**src/rtl/seq_pkg.sv**
```systemverilog
// Shared types for the multicycle sequencer: FSM state encoding, opcode constants, legality check.
package seq_pkg;

   localparam int STATE_W = 3;

   typedef enum logic [STATE_W-1:0] {
      ST_FETCH  = 3'd0,
      ST_DECODE = 3'd1,
      ST_EXEC   = 3'd2,
      ST_MEM    = 3'd3,
      ST_WB     = 3'd4,
      ST_TRAP   = 3'd5
   } state_e;

   localparam logic [6:0] OP_ALU    = 7'b0110011;
   localparam logic [6:0] OP_ALUI   = 7'b0010011;
   localparam logic [6:0] OP_CUSTOM = 7'b0001011;
   localparam logic [6:0] OP_LOAD   = 7'b0000011;
   localparam logic [6:0] OP_STORE  = 7'b0100011;
   localparam logic [6:0] OP_BRANCH = 7'b1100011;
   localparam logic [6:0] OP_LUI    = 7'b0110111;
   localparam logic [6:0] OP_AUIPC  = 7'b0010111;
   localparam logic [6:0] OP_JAL    = 7'b1101111;
   localparam logic [6:0] OP_JALR   = 7'b1100111;

   function automatic logic is_legal_op(input logic [6:0] opc);
      case (opc)
         OP_ALU, OP_ALUI, OP_CUSTOM, OP_LOAD, OP_STORE,
         OP_BRANCH, OP_LUI, OP_AUIPC, OP_JAL, OP_JALR: is_legal_op = 1'b1;
         default:                                       is_legal_op = 1'b0;
      endcase
   endfunction

endpackage

```
**src/rtl/seq_wait_timer.sv**
```systemverilog
// Counts consecutive memory wait cycles; o_expire flags the LIMIT-th one in the same cycle.
// Any cycle without a wait (ready seen or request gone) clears the count.
module seq_wait_timer #(
   parameter int unsigned LIMIT = 255
) (
   input  logic clk,
   input  logic rst_n,
   input  logic i_wait,
   output logic o_expire
);
   localparam int W = $clog2(LIMIT + 1);

   logic [W-1:0] r_cnt;

   assign o_expire = i_wait && (r_cnt == W'(LIMIT - 1));

   always_ff @(posedge clk or negedge rst_n) begin
      if (!rst_n) begin
         r_cnt <= '0;
      end else if (i_wait && !o_expire) begin
         r_cnt <= r_cnt + W'(1);
      end else begin
         r_cnt <= '0;
      end
   end

endmodule

```
**src/rtl/multicycle_sequencer.sv**
```systemverilog
// Multicycle fetch/decode/exec/mem/wb control FSM; memory phases hold until mem_ready (3-5 cycles + waits).
// Define SEQ_TIMEOUT_EN to bound memory waits at TIMEOUT_CYCLES and trap with bus_err.
module multicycle_sequencer
   import seq_pkg::*;
#(
   parameter int unsigned TIMEOUT_CYCLES = 255,
   parameter int unsigned CNT_W          = 32
) (
   input  logic               clk,
   input  logic               rst_n,
   input  logic [6:0]         op,
   input  logic               dec_reg_write,
   input  logic               dec_mem_write,
   input  logic               mem_ready,
   output logic               mem_req,
   output logic               mem_we,
   output logic               mem_addr_sel,
   output logic               ir_we,
   output logic               pc_we,
   output logic               rf_we,
   output logic [STATE_W-1:0] state,
   output logic               illegal,
   output logic               bus_err,
   output logic [CNT_W-1:0]   instret
);
   state_e           r_state;
   state_e           w_next;
   logic             w_mem_req;
   logic             w_mem_we;
   logic             w_addr_sel;
   logic             w_ir_we;
   logic             w_pc_we;
   logic             w_rf_we;
   logic             w_ill_set;
   logic             w_expire;
   logic             r_illegal;
   logic [CNT_W-1:0] r_instret;

`ifdef SEQ_TIMEOUT_EN
   logic w_wait;
   logic r_bus_err;

   assign w_wait = ((r_state == ST_FETCH) || (r_state == ST_MEM)) && !mem_ready;

   seq_wait_timer #(
      .LIMIT(TIMEOUT_CYCLES)
   ) u_wait_timer (
      .clk      (clk),
      .rst_n    (rst_n),
      .i_wait   (w_wait),
      .o_expire (w_expire)
   );

   always_ff @(posedge clk or negedge rst_n) begin
      if (!rst_n) begin
         r_bus_err <= 1'b0;
      end else if (w_expire) begin
         r_bus_err <= 1'b1;
      end
   end

   assign bus_err = r_bus_err;
`else
   assign w_expire = 1'b0;
   assign bus_err  = 1'b0;
`endif

   always_comb begin
      w_next     = r_state;
      w_mem_req  = 1'b0;
      w_mem_we   = 1'b0;
      w_addr_sel = 1'b0;
      w_ir_we    = 1'b0;
      w_pc_we    = 1'b0;
      w_rf_we    = 1'b0;
      w_ill_set  = 1'b0;
      case (r_state)
         ST_FETCH: begin
            w_mem_req = 1'b1;
            if (mem_ready) begin
               w_ir_we = 1'b1;
               w_next  = ST_DECODE;
            end else if (w_expire) begin
               w_next = ST_TRAP;
            end
         end
         ST_DECODE: begin
            if (is_legal_op(op)) begin
               w_next = ST_EXEC;
            end else begin
               w_next    = ST_TRAP;
               w_ill_set = 1'b1;
            end
         end
         ST_EXEC: begin
            if ((op == OP_LOAD) || (op == OP_STORE)) begin
               w_next = ST_MEM;
            end else if (op == OP_BRANCH) begin
               w_pc_we = 1'b1;
               w_next  = ST_FETCH;
            end else begin
               w_next = ST_WB;
            end
         end
         ST_MEM: begin
            w_mem_req  = 1'b1;
            w_addr_sel = 1'b1;
            w_mem_we   = dec_mem_write;
            if (mem_ready) begin
               if (op == OP_LOAD) begin
                  w_next = ST_WB;
               end else begin
                  w_pc_we = 1'b1;
                  w_next  = ST_FETCH;
               end
            end else if (w_expire) begin
               w_next = ST_TRAP;
            end
         end
         ST_WB: begin
            w_rf_we = dec_reg_write;
            w_pc_we = 1'b1;
            w_next  = ST_FETCH;
         end
         ST_TRAP: begin
            w_next = ST_TRAP;
         end
         default: begin
            w_next = ST_FETCH;
         end
      endcase
   end

   always_ff @(posedge clk or negedge rst_n) begin
      if (!rst_n) begin
         r_state   <= ST_FETCH;
         r_illegal <= 1'b0;
         r_instret <= '0;
      end else begin
         r_state <= w_next;
         if (w_ill_set) begin
            r_illegal <= 1'b1;
         end
         if (w_pc_we) begin
            r_instret <= r_instret + CNT_W'(1);
         end
      end
   end

   // Strobes are gated by rst_n so they drop the instant reset asserts, not at the next edge.
   assign mem_req      = w_mem_req  & rst_n;
   assign mem_we       = w_mem_we   & rst_n;
   assign mem_addr_sel = w_addr_sel & rst_n;
   assign ir_we        = w_ir_we    & rst_n;
   assign pc_we        = w_pc_we    & rst_n;
   assign rf_we        = w_rf_we    & rst_n;
   assign state        = r_state;
   assign illegal      = r_illegal;
   assign instret      = r_instret;

endmodule

```
**config.mk**
```make
export PLATFORM = sky130hd
export DESIGN_NAME = multicycle_sequencer
export DESIGN_NICKNAME = d
export VERILOG_FILES = /design/src/rtl/seq_pkg.sv /design/src/rtl/seq_wait_timer.sv /design/src/rtl/multicycle_sequencer.sv
export SDC_FILE = /design/constraint.sdc
export NUM_CORES = 1
export LEC_CHECK = 0
export ABC_AREA = 0
export BUFFER_PORTS_ARGS = -buffer_cell sky130_fd_sc_hd__buf_2
export CORE_MARGIN = 2
export CORE_UTILIZATION = 48
export CTS_CLUSTER_DIAMETER = 200
export DETAILED_ROUTE_END_ITERATION = 8
export HOLD_SLACK_MARGIN = 0.08
export PLACE_DENSITY = 0.73
export SKIP_CTS_REPAIR_TIMING = 1
export SLEW_MARGIN = 40
export SYNTH_ARGS = -nofsm -noshare
export SYNTH_HDL_FRONTEND = slang
export SYNTH_SLANG_ARGS = --single-unit
```
**constraint.sdc**
```tcl
create_clock -name clk -period 2.54 [get_ports clk]
set_input_delay 0 -clock clk [delete_from_list [all_inputs] [get_ports clk]]
set_output_delay 0 -clock clk [all_outputs]
set_load 0.05 [all_outputs]
```
======== Yosys cells after proc, flatten, opt, wreduce, memory -nomap -nowiden ========
Index checks and enable logic that the tools add are counted.
storage, ports and cells
  output and inout port bits .............. 43
  flip-flop bits (word level) ............. 36
cells by class
  multiplexer cells ....................... 22
  add/sub/neg operators ................... 1
  equality and inequality tests ........... 17
  reduce and logical (&&, ||, !) cells .... 5
  bitwise operators ....................... 6
operator list
  kind                                                                    count
  32-bit by 1-bit adder with 32-bit output (second input constant)        1
  7-bit by 6-bit equality test with 1-bit output (second input constant)  3
  7-bit equality test (second input constant)                             3
  3-bit two-way mux                                                       6
  3-bit one-hot mux with 5 select lines                                   1
  7-bit by 5-bit equality test with 1-bit output (second input constant)  2
  1-bit two-way mux                                                       14
  10-bit OR reduction                                                     1
  7-bit by 2-bit equality test with 1-bit output (second input constant)  1
  7-bit by 4-bit equality test with 1-bit output (second input constant)  1
  1-bit AND                                                               6
  3-bit by 2-bit equality test with 1-bit output (second input constant)  2
  3-bit equality test (second input constant)                             2
  2-bit inequality test (second input constant)                           2
  3-bit by 1-bit equality test with 1-bit output (second input constant)  1
  3-bit logical NOT                                                       1
  1-bit one-hot mux with 3 select lines                                   1
  2-bit AND reduction                                                     1
  2-bit OR reduction                                                      1
  1-bit logical OR                                                        1

======== Depth between registers and ports, before layout ========
  depth after elaboration ................. 6
  depth in mapped cells ................... 8
  gate-level depth less buffers ........... 6

======== Worst setup path before layout ========
Ideal clock, no wire load.
  path kind ............................... register to register
  from .................................... register r_instret[0], in the netlist instret[0]
  to ...................................... register r_instret[30], in the netlist instret[30]
  path slack .............................. 296 ps
  cell stages (with the launch flop) ...... 7
  arrival time ............................ 2103 ps
  data required time ...................... 2399 ps
  path buffers ............................ 0
  cells stage by stage .................... dfrtp_1 -> ha_1 -> nand3_2 -> or4_1 -> nor3_1 -> nand3_1 -> xnor2_1
on the way
  cells in the longest elaborated chain, start to end .. 1
RTL lines
  element                                   RTL line                     text
  from (decl)                               multicycle_sequencer.sv:37   logic [CNT_W-1:0] r_instret;
  from (signal assigned)                    multicycle_sequencer.sv:145  r_instret <= r_instret + CNT_W'(1);
  32-bit by 1-bit adder with 32-bit output  multicycle_sequencer.sv:145
No other way between the ends.
A chain may end at the register's enable or synchronous reset.

======== Worst setup path after layout ========
  from .................................... register r_state[0], in the netlist state[0]
  to ...................................... output pc_we
on the way
  cells in the longest elaborated chain, start to end .. 3
  elaborated cells on any way between the ends .. 5
RTL lines
  element                                                                                RTL line                     text
  from (decl)                                                                            multicycle_sequencer.sv:26   state_e r_state;
  from (signal assigned)                                                                 multicycle_sequencer.sv:140  r_state <= w_next;
  3-bit equality test or 3-bit by 2-bit equality test with 1-bit output (tied branches)  multicycle_sequencer.sv:77   case (r_state)
  1-bit one-hot mux with 3 select lines (*)                                              multicycle_sequencer.sv:77
  1-bit AND (*)                                                                          multicycle_sequencer.sv:155  assign pc_we = w_pc_we & rst_n;
  to (decl)                                                                              multicycle_sequencer.sv:19   output logic pc_we,
Every way passes the cells marked *; elsewhere a longest branch is shown, timed or not.

==> flow_summary.ini <==
[global_route]
first_global_vias = 1536
grt_start_max_net_pins = 28
grt_usage_pct = 20.4
grt_use_met2_pct = 33.1
antenna_found_initial = 0
met1_usage_pct = 27.3
busiest_layer = met2
grt_overflow = 0
grt_pass1_wl_um = 7180
grtUsageMet3_pct = 3.90

[yosys]
synth.most_common_cell = dfrtp_1
seq_area_frac_synth_pct = 44.9
avgSynthCellArea_um2 = 10.4
ys_dominant_reg_cell = dfrtp_1
synth_commonest_cells = 36 x dfrtp_1, 17 x xnor2_1, 15 x xor2_1, 14 x nand3_1, 13 x nand2_1
async_flop_share_pct = 100
synth_top_area_share_pct = 44.9
yosys_warnings = 0
syn_inst = 192
syn-num-nets = 205
ys_top_cells_by_area = dfrtp_1 45%, xnor2_1 7.4%, xor2_1 6.6%, nand4_1 3.7%, nand3_1 3.5%
ys_ff_latch = 36
synth_cell_type_count = 48
synth_edf_count = 0
synth_area_um2 = 2010
synth_top_area_cell = dfrtp_1

[drt]
via_per_inst = 5.69
dr.pass1.iters = 4
drc = 0
via_count = 1689
routed_wl_um = 4410
antenna_left = 0
initialDrtViolationCount = 100
wl_per_cell_um = 14.8

[setup_path]
crit_arrival_ns = 2.22
cp.required_ns = 2.54
critical_path_class = reg -> out
start_kind = flop
cp-end-kind = primary output
path_max_fanout = 12

[pwr]
power_density_nw_per_um2 = 416
ir_worst_vdd_v = 0.000415
power_uw = 992
p_leak_nw = 1.24

[sta]
tns_ns = 0
max_slew.worst_pin.slew_ns = 0.723
finClkSkew_ns = 0.00793
fin_crit_ns = 2.22
layout_setup_ws_ns = 0.319
period_share_pct = 87.4
fin_hold_ws_ns = 0.0908
slew_viol_final = 0
maxClockFrequency_mhz = 450
rsz0062_at_grt = false
hold_viol_final = 0
relSlewSlack_pct = 51.5
setup_viol = 0

[floorplanning]
start_util_pct = 50.1
fp-row-count = 23
die_w_um = 68.6
fp.dieArea_um2 = 4710
core_um2 = 4000
io_pins = 55
fp.dieH_um = 68.6

[outcome]
status = complete, no violations

[flow_run]
cap_violations = 0

[final_layout]
area_growth_syn_to_layout_pct = 19.0
n_antenna_cell = 0
finalInstanceArea_um2 = 2390
fill_cells = 361
drive_above_1_share_pct = 31.2
nNetsFinal = 260
layout.cells.non_filler = 297
fin_util_pct = 59.7

[clock_network]
clk_path_buf_depth = 2
clk_latency_ns = 0.28
cts-root-buf = clkbuf_8
cts_num_sinks = 36
cts_tree = done
cts_buffers = 5
clk_pin_slew_ns = 0.06
htreeDepth = 2

[placed_design]
place.gp.congestion = 0.895
placed_cells = 289
dpl-instance-area_um2 = 2300
pre_cts_slack_ns = 0.521
port_buffers = 53
hpwl_um = 3260

[hold_path]
worstHoldPathType = in -> reg
## cell type report
class                           instances  area (µm²)  share of cell area, %
Clock buffer                            5        68.8                   2.88
Sequential cell                        36         901                   37.7
Inverter                                4        15.0                  0.629
Clock inverter                          2        12.5                  0.524
Tap cell                               50        62.6                   2.62
Timing Repair Buffer                   57         298                   12.5
Multi-Input combinational cell        143        1030                   43.1
## routing by layer
metal,vias up,share of wire (%)
li1,823,-
met1,821,45
met2,40,48
met3,5,5.3
met4,0,1.1
met5,-,0
## path summary, 6_finish.rpt
kind,depth (start not counted),from,slack [ns],endpoint
worst max-delay path,5,state[0]$_DFFE_PN0P_,0.32,pc_we
worst min-delay path,3,mem_ready,0.09,state[0]$_DFFE_PN0P_
worst max register to register,5,state[1]$_DFFE_PN0P_,0.44,instret[26]$_DFFE_PN0P_
worst min register to register,1,instret[31]$_DFFE_PN0P_,0.47,instret[31]$_DFFE_PN0P_
max in group asynchronous,3,rst_n,1.74,instret[23]$_DFFE_PN0P_
min in group asynchronous,2,rst_n,0.14,instret[0]$_DFFE_PN0P_
## registers in the layout, summed over array words and instances, names as in the netlist
signal   flops
illegal      1
state        3
instret     32
## report_power, final
part           switching [mW]  internal, mW
clock                   0.194         0.185
sequential                  0         0.573
combinational          0.0278        0.0124
total                   0.221         0.771
## worst max-delay path: stages (launching register included)
cell	delay [ns]
dfrtp_1	0.50
and4b_1	0.28
a21oi_1	0.25
nand3_1	0.40
and2_1	0.31
buf_2	0.20
## cells in the final DEF (no fill, tap or decap), types with 4 or more instances in the layout
master / instances
nand4_1: 12
nand2_1: 13
nand3_1: 14
inv_1: 4
and3_1: 7
xnor2_1: 17
clkbuf_8: 5
dfrtp_1: 36
nor3_1: 7
xor2_1: 15
nor4_1: 8
buf_2: 53
a21oi_1: 4
nor2_1: 8
## cell families (layout without fill, tap and decap cells)
group	after synthesis	in the layout	synth area share (%)
compound gates	15	15	5.62
xor+xnor	32	32	14.0
fa+ha+maj	1	1	0.624
buf+inv	13	68	3.74
flops	36	36	44.9
other cells	1	1	0.187
simple gates	94	94	30.9
No activity file was read; power rests on OpenSTA's default activity.
